File: src/rtl/byte_serial_pkg.sv
// Shared types and line-level constants for the byte-serial link
// (transmitter and receiver).
package byte_serial_pkg;

    typedef enum logic [2:0] {
        IDLE,
        START,
        DATA,
        PARITY,
        STOP
    } state_e;

    localparam int   FRAME_DATA_BITS = 8;

    localparam logic IDLE_LEVEL  = 1'b1;
    localparam logic START_LEVEL = 1'b0;
    localparam logic STOP_LEVEL  = 1'b1;

    // Even parity: the returned bit makes the total count of 1s even.
    function automatic logic even_parity(input logic [FRAME_DATA_BITS-1:0] b);
        return ^b;
    endfunction

endpackage

File: src/rtl/byte_serial_tx_if.sv
// Parallel byte handshake between a producer and the serial transmitter.
interface byte_serial_tx_if;
    import byte_serial_pkg::*;

    logic [FRAME_DATA_BITS-1:0] data_in;
    logic                       valid;
    logic                       ready;

    modport master (output data_in, output valid, input  ready);
    modport slave  (input  data_in, input  valid, output ready);

endinterface

File: src/rtl/serial_bit_timer.sv
// Bit-period timer: counts 0..DIV-1 and flags the last cycle of each bit.
// The receiver reuses it, releasing `clear` at a mid-bit offset.
module serial_bit_timer #(
    parameter int DIV = 4
) (
    input  logic clk,
    input  logic rstb,
    input  logic clear,
    output logic tick
);

    localparam int CNT_W = (DIV > 1) ? $clog2(DIV) : 1;
    localparam logic [CNT_W-1:0] LAST = CNT_W'(DIV - 1);

    if (DIV < 1) begin : g_bad_div
        $error("serial_bit_timer: DIV must be at least 1");
    end

    logic [CNT_W-1:0] count_q;
    logic [CNT_W-1:0] count_d;

    // Next count: hold at zero while cleared, otherwise wrap at LAST.
    always_comb begin
        // NOTE: default assigned first so every path drives count_d; no latch is inferred.
        count_d = count_q + CNT_W'(1);
        if (clear || (count_q == LAST)) begin
            count_d = '0;
        end
    end

    // Count register with synchronous active-low reset.
    always_ff @(posedge clk) begin
        // NOTE: non-blocking so every flop updates from pre-edge values.
        if (!rstb) begin
            count_q <= '0;
        end else begin
            count_q <= count_d;
        end
    end

    assign tick = (count_q == LAST);

endmodule

File: src/rtl/byte_serial_tx.sv
// Parallel-to-serial byte transmitter: start bit, 8 data bits LSB first,
// optional even parity, stop bit. Idle line is high; all outputs registered.
module byte_serial_tx
    import byte_serial_pkg::*;
#(
    parameter int DIV       = 4,
    parameter bit PARITY_EN = 1'b0
) (
    input  logic             clk,
    input  logic             rstb,
    byte_serial_tx_if.slave  bus,
    output logic             txd,
    output logic             busy
);

    state_e                     state_q,   state_d;
    logic [FRAME_DATA_BITS-1:0] shreg_q,   shreg_d;
    logic [2:0]                 bit_idx_q, bit_idx_d;
    logic                       parity_q,  parity_d;
    logic                       txd_q,     txd_d;
    logic                       ready_q,   ready_d;
    logic                       busy_q,    busy_d;
    logic                       bit_tick;

    // Bit timer is held at zero while idle so the start bit gets a full period.
    serial_bit_timer #(.DIV(DIV)) u_timer (
        .clk   (clk),
        .rstb  (rstb),
        .clear (state_q == IDLE),
        .tick  (bit_tick)
    );

    // Next-state and next-output logic; outputs change only at bit boundaries.
    always_comb begin
        state_d   = state_q;
        shreg_d   = shreg_q;
        bit_idx_d = bit_idx_q;
        parity_d  = parity_q;
        txd_d     = txd_q;
        ready_d   = ready_q;
        busy_d    = busy_q;

        unique case (state_q)
            IDLE: begin
                // data_in is only looked at here, so X outside a handshake never reaches txd.
                if (bus.valid && ready_q) begin
                    state_d  = START;
                    shreg_d  = bus.data_in;
                    parity_d = even_parity(bus.data_in);
                    txd_d    = START_LEVEL;
                    ready_d  = 1'b0;
                    busy_d   = 1'b1;
                end
            end
            START: begin
                if (bit_tick) begin
                    state_d   = DATA;
                    txd_d     = shreg_q[0];
                    shreg_d   = shreg_q >> 1;
                    bit_idx_d = '0;
                end
            end
            DATA: begin
                if (bit_tick) begin
                    if (bit_idx_q == 3'(FRAME_DATA_BITS - 1)) begin
                        if (PARITY_EN) begin
                            state_d = PARITY;
                            txd_d   = parity_q;
                        end else begin
                            state_d = STOP;
                            txd_d   = STOP_LEVEL;
                        end
                    end else begin
                        txd_d     = shreg_q[0];
                        shreg_d   = shreg_q >> 1;
                        bit_idx_d = bit_idx_q + 3'd1;
                    end
                end
            end
            PARITY: begin
                if (bit_tick) begin
                    state_d = STOP;
                    txd_d   = STOP_LEVEL;
                end
            end
            STOP: begin
                if (bit_tick) begin
                    state_d = IDLE;
                    txd_d   = IDLE_LEVEL;
                    ready_d = 1'b1;
                    busy_d  = 1'b0;
                end
            end
            default: begin
                state_d = IDLE;
                txd_d   = IDLE_LEVEL;
                ready_d = 1'b1;
                busy_d  = 1'b0;
            end
        endcase
    end

    // State and output registers; reset abandons any frame in progress.
    always_ff @(posedge clk) begin
        if (!rstb) begin
            // NOTE: datapath flops are reset too so nothing stale or X survives reset.
            state_q   <= IDLE;
            shreg_q   <= '0;
            bit_idx_q <= '0;
            parity_q  <= 1'b0;
            txd_q     <= IDLE_LEVEL;
            ready_q   <= 1'b1;
            busy_q    <= 1'b0;
        end else begin
            state_q   <= state_d;
            shreg_q   <= shreg_d;
            bit_idx_q <= bit_idx_d;
            parity_q  <= parity_d;
            txd_q     <= txd_d;
            ready_q   <= ready_d;
            busy_q    <= busy_d;
        end
    end

    assign bus.ready = ready_q;
    assign txd       = txd_q;
    assign busy      = busy_q;

endmodule
File: src/flat_wrapper.sv
// flat-port wrapper written by rule: the top's interface ports become plain ports
module byte_serial_tx_flat import byte_serial_pkg::*;
#(
    parameter int DIV       = 4,
    parameter bit PARITY_EN = 1'b0
)
  (clk, rstb, txd, busy, bus_data_in, bus_valid, bus_ready);
  byte_serial_tx_if bus_i ();
  input  logic clk;
  input  logic rstb;
  output logic txd;
  output logic busy;
  input wire logic [$bits(bus_i.data_in)-1:0] bus_data_in;
  input wire logic [$bits(bus_i.valid)-1:0] bus_valid;
  output wire logic [$bits(bus_i.ready)-1:0] bus_ready;
  assign bus_i.data_in = bus_data_in;
  assign bus_i.valid = bus_valid;
  assign bus_ready = bus_i.ready;
  byte_serial_tx #(.DIV(DIV), .PARITY_EN(PARITY_EN)) u_core (.clk(clk), .rstb(rstb), .bus(bus_i), .txd(txd), .busy(busy));
endmodule
File: config.mk
export PLATFORM = sky130hd
export DESIGN_NAME = byte_serial_tx_flat
export DESIGN_NICKNAME = d
export VERILOG_FILES = /design/src/rtl/byte_serial_pkg.sv /design/src/rtl/byte_serial_tx_if.sv /design/src/rtl/serial_bit_timer.sv /design/src/rtl/byte_serial_tx.sv /design/src/flat_wrapper.sv
export SDC_FILE = /design/constraint.sdc
export NUM_CORES = 1
export LEC_CHECK = 0
export CAP_MARGIN = 10
export CORE_MARGIN = 2
export CORE_UTILIZATION = 45
export DETAILED_ROUTE_END_ITERATION = 8
export GPL_TIMING_DRIVEN = 1
export PLACE_DENSITY = 0.75
export SLEW_MARGIN = 0
export SYNTH_ARGS = -nofsm -noshare
export SYNTH_HDL_FRONTEND = slang
export SYNTH_SLANG_ARGS = --single-unit
File: constraint.sdc
create_clock -name clk -period 1.6 [get_ports clk]
set_input_delay 0.16 -clock clk [delete_from_list [all_inputs] [get_ports clk]]
set_output_delay 0.16 -clock clk [all_outputs]
set_load 0.05 [all_outputs]
==> flow_results.xml <==
<?xml version="1.0" encoding="UTF-8"?>
<metrics>
  <group name="synth">
    <metric name="syn-cell-area" unit="um^2">958.4</metric>
    <metric name="synth_top_cells_by_area" unit="">sky130_fd_sc_hd__dfxtp_1, sky130_fd_sc_hd__mux2i_1, sky130_fd_sc_hd__a21oi_1</metric>
    <metric name="synthesized_netlist_cell_count" unit="">94</metric>
    <metric name="post-synth-top-area-fraction" unit="%">39.69</metric>
    <metric name="ys_dominant_reg_cell" unit="">sky130_fd_sc_hd__dfxtp_1</metric>
    <metric name="synth_nets" unit="">108</metric>
    <metric name="synth.avg_cell_area" unit="um^2">10.20</metric>
    <metric name="ys_top_cells_by_count" unit="">sky130_fd_sc_hd__dfxtp_1, sky130_fd_sc_hd__a21oi_1, sky130_fd_sc_hd__mux2i_1</metric>
    <metric name="synth_top_area_cell" unit="">sky130_fd_sc_hd__dfxtp_1</metric>
    <metric name="synth-warning-count" unit="">0</metric>
    <metric name="synth-edff-count" unit="">0</metric>
    <metric name="synth.ff_latch_count" unit="">19</metric>
    <metric name="async_flop_share" unit="%">0</metric>
    <metric name="post-synth-top-count-cell" unit="">sky130_fd_sc_hd__dfxtp_1</metric>
    <metric name="yosys.cell_types.count" unit="">33</metric>
    <metric name="ys_seq_area_share" unit="%">39.69</metric>
  </group>
  <group name="timing">
    <metric name="slack_of_the_critical_path" unit="ps">-10.74</metric>
    <metric name="timing_worst_slew_pin_value" unit="ps">361.3</metric>
    <metric name="report.final.setup_viol" unit="">2</metric>
    <metric name="fin_crit_share" unit="%">100.7</metric>
    <metric name="layout_skew" unit="ps">7.895</metric>
    <metric name="hold_viol" unit="">0</metric>
    <metric name="finalSetupTns" unit="ps">-11.50</metric>
    <metric name="drv_slew" unit="">0</metric>
    <metric name="max_freq" unit="GHz">0.6208</metric>
    <metric name="timing.max_slew.rel_slack" unit="%">75.75</metric>
    <metric name="finalCriticalPeriod" unit="ps">1611</metric>
    <metric name="rsz0062_at_grt" unit="">true</metric>
  </group>
  <group name="placed_design">
    <metric name="dpl_hpwl" unit="mm">1.359</metric>
    <metric name="postPlaceCellArea" unit="um^2">1190</metric>
    <metric name="place.port_buffers" unit="">13</metric>
    <metric name="place_inst" unit="">141</metric>
    <metric name="final_replace_weighted_congestion" unit="">0.7998</metric>
  </group>
  <group name="power">
    <metric name="vdd_drop_max" unit="uV">786.0</metric>
    <metric name="intPower" unit="uW">743.7</metric>
    <metric name="comb_power_share" unit="%">25.3</metric>
    <metric name="register_share_of_total_power" unit="%">51.2</metric>
    <metric name="p_leak" unit="uW">0.0004781</metric>
    <metric name="p_per_area" unit="nW/um^2">807.0</metric>
    <metric name="share_of_total_power_consumed_by_net_switching" unit="%">28.98</metric>
    <metric name="p_clk_share" unit="%">23.4</metric>
    <metric name="report.power.total" unit="uW">1047</metric>
    <metric name="netSwitchingPower" unit="uW">303.4</metric>
  </group>
  <group name="detailed_routing">
    <metric name="antenna_violating_nets_post_route" unit="">0</metric>
    <metric name="post-route-drc-count" unit="">0</metric>
    <metric name="finalWirelength" unit="mm">1.925</metric>
    <metric name="wl_per_cell" unit="um">13.01</metric>
    <metric name="number_of_design_rule_violations_left_by_the_first_detailed_router_iteration" unit="">8</metric>
    <metric name="first_pass_iters" unit="">4</metric>
    <metric name="route.vias.total" unit="">789</metric>
    <metric name="detail_route.vias_per_cell" unit="">5.331</metric>
  </group>
  <group name="cells_and_area">
    <metric name="post_route_cells_drive_above_1_share" unit="%">33.88</metric>
    <metric name="fin_util" unit="%">65.47</metric>
    <metric name="final_design_area_no_fill" unit="um^2">1297</metric>
    <metric name="layout.nets" unit="">136</metric>
    <metric name="synthToLayoutAreaGrowth" unit="%">35.38</metric>
    <metric name="diodes" unit="">0</metric>
    <metric name="post_layout_nonfiller_instances" unit="">148</metric>
    <metric name="fill_cells" unit="">164</metric>
  </group>
  <group name="global_route">
    <metric name="grt_max_degree" unit="">11</metric>
    <metric name="total_grt_usage" unit="%">18.32</metric>
    <metric name="total_congestion_overflow" unit="">0</metric>
    <metric name="grt_pass1_wl" unit="mm">3.429</metric>
    <metric name="vias_in_the_first_global_route" unit="">777</metric>
    <metric name="grt_antenna_before_repair" unit="">0</metric>
  </group>
  <group name="critical_path">
    <metric name="regToRegStartpoint" unit="">u_core.bit_idx_q[1]$_SDFFE_PN0P_</metric>
    <metric name="critPathArrivalTime" unit="ps">1850</metric>
    <metric name="critPathRequiredTime" unit="ps">1840</metric>
    <metric name="worst_setup_path_end_kind" unit="">flop</metric>
    <metric name="worstSetupStartpointType" unit="">flop</metric>
    <metric name="maximum_fanout_along_the_worst_path" unit="">8</metric>
    <metric name="crit_start" unit="">u_core.bit_idx_q[1]$_SDFFE_PN0P_</metric>
    <metric name="worst-setup-path-type" unit="">reg -&gt; reg</metric>
  </group>
  <group name="worst_hold_path">
    <metric name="worstHoldStart" unit="">u_core.u_timer.count_q[0]$_SDFF_PP0_</metric>
    <metric name="timing.hold.worst.class" unit="">reg -&gt; reg</metric>
  </group>
  <group name="clocking">
    <metric name="clock_insertion_delay_worst_skew" unit="ps">300</metric>
    <metric name="cts_tree" unit="">done</metric>
    <metric name="root_buffer" unit="">sky130_fd_sc_hd__clkbuf_4</metric>
    <metric name="tritoncts_num_sinks" unit="">19</metric>
    <metric name="clkSlewWorstSetupHoldPaths" unit="ps">100</metric>
    <metric name="cts_inserted_buffers" unit="">3</metric>
    <metric name="htreeDepth" unit="">1</metric>
    <metric name="clockBufferDepth" unit="">2</metric>
  </group>
  <group name="floorplan">
    <metric name="start_util" unit="%">48.36</metric>
    <metric name="top_level_ports" unit="">14</metric>
    <metric name="core.rowCount" unit="">16</metric>
    <metric name="core" unit="um^2">1982</metric>
    <metric name="die_span_in_x" unit="um">50.15</metric>
    <metric name="floorplan.die_area" unit="um^2">2515</metric>
    <metric name="die-height" unit="um">50.15</metric>
  </group>
  <group name="job">
    <metric name="max-cap-violations" unit="">0</metric>
  </group>
  <group name="status">
    <metric name="failed_checks" unit="">setup timing</metric>
    <metric name="run_status" unit="">finished with violations</metric>
  </group>
</metrics>
==> sequential cells by signal (all words and copies together) (netlist names) <==
register,flops
u_core.busy,1
u_core.txd,1
u_core.state_q,3
u_core.u_timer.count_q,2
u_core.bus.ready,1
u_core.bit_idx_q,3
u_core.shreg_q,8
==> placed cells by master, fill, tap and decap left out, types with 2 or more instances in the layout <==
cell / synthesis / layout
sky130_fd_sc_hd__dfxtp_1: 19 / 16
sky130_fd_sc_hd__nor2_1: 3 / 3
sky130_fd_sc_hd__nor2b_1: 6 / 6
sky130_fd_sc_hd__o21ai_1: 3 / 6
sky130_fd_sc_hd__o21ai_2: 3 / 4
sky130_fd_sc_hd__ha_4: 0 / 2
sky130_fd_sc_hd__mux2i_1: 8 / 8
sky130_fd_sc_hd__a21oi_1: 8 / 8
sky130_fd_sc_hd__a21oi_2: 3 / 3
sky130_fd_sc_hd__buf_6: 1 / 2
sky130_fd_sc_hd__a22oi_1: 3 / 3
sky130_fd_sc_hd__nor4b_1: 2 / 2
sky130_fd_sc_hd__dfxtp_2: 0 / 3
sky130_fd_sc_hd__nor4_1: 3 / 3
sky130_fd_sc_hd__clkbuf_4: 0 / 3
sky130_fd_sc_hd__nand2b_1: 3 / 3
sky130_fd_sc_hd__clkdlybuf4s50_1: 0 / 10
sky130_fd_sc_hd__buf_4: 1 / 16
==> logic make-up after synthesis <==
| family | count (synthesis) | synth area share [%] |
|---|---|---|
| xor+xnor | 1 | 1.698 |
| fa+ha+maj | 3 | 3.917 |
| simple gates | 25 | 19.98 |
| buf+inv | 7 | 4.178 |
| flops | 19 | 39.69 |
| compound gates | 31 | 22.19 |
| mux | 8 | 8.355 |
==> layout make-up <==
type / instances / area [um^2] / area share (%)
Timing Repair Buffer: 29 / 270.3 / 20.83
Sequential cell: 19 / 384.1 / 29.60
Inverter: 1 / 3.754 / 0.2893
Clock buffer: 4 / 26.28 / 2.025
Tap cell: 27 / 33.78 / 2.604
Multi-Input combinational cell: 68 / 579.3 / 44.65
==> path summary, 6_finish.rpt <==
kind | to | slack [ps] | depth (start not counted)
worst min register to register | u_core.u_timer.count_q[0]$_SDFF_PP0_ | 440 | 1
worst max register to register | u_core.shreg_q[4]$_SDFFE_PN0P_ | -10 | 8
worst min-delay path | u_core.u_timer.count_q[0]$_SDFF_PP0_ | 440 | 1
worst max-delay path | u_core.shreg_q[4]$_SDFFE_PN0P_ | -10 | 8
==> power groups by stage <==
stage                     Sequential [uW]  Clock, uW  Combinational (uW)
final                                 537        245                 265
after floorplan                       572          0                 135
after global routing                  542        283                 285
after global placement                545          0                 239
after detailed placement              546          0                 244
after CTS                             536        253                 269
==> what timing repair did <==
| action | in CTS | in global routing |
|---|---|---|
| pin swaps | 1 | 4 |
| gates cloned | 1 | 0 |
| setup buffers | 2 | 1 |
| hold endpoints to repair | 0 | 0 |
| gates resized for setup | 4 | 12 |
| setup endpoints to repair | 8 | 11 |
| hold buffers | 0 | 0 |
==> layer usage <==
metal / track usage (%) / share of wire, %
met1: 20.83 / 44
met2: 32.02 / 50
met3: 6.250 / 4.1
met4: 5.556 / 1.5
met5: 0 / 0
==> critical path, cell delays in order (launching register included) <==
cell,delay (ps)
sky130_fd_sc_hd__dfxtp_2,350
sky130_fd_sc_hd__ha_4,170
sky130_fd_sc_hd__ha_4,160
sky130_fd_sc_hd__o21a_4,220
sky130_fd_sc_hd__a211oi_4,250
sky130_fd_sc_hd__buf_6,150
sky130_fd_sc_hd__buf_16,110
sky130_fd_sc_hd__o21ai_2,50
sky130_fd_sc_hd__a21oi_2,80
==> per-stage QoR <==
step | hold WS, ps | setup slack (ps)
after floorplan | 288.2 | 11.47
after global placement | 414.6 | 36.91
after detailed placement | 422.9 | -42.27
after CTS | 438.0 | 7.846
after global routing | 446.7 | -58.39
final | 437.2 | -10.74
Note: power is estimated with default switching activity, not from simulation.
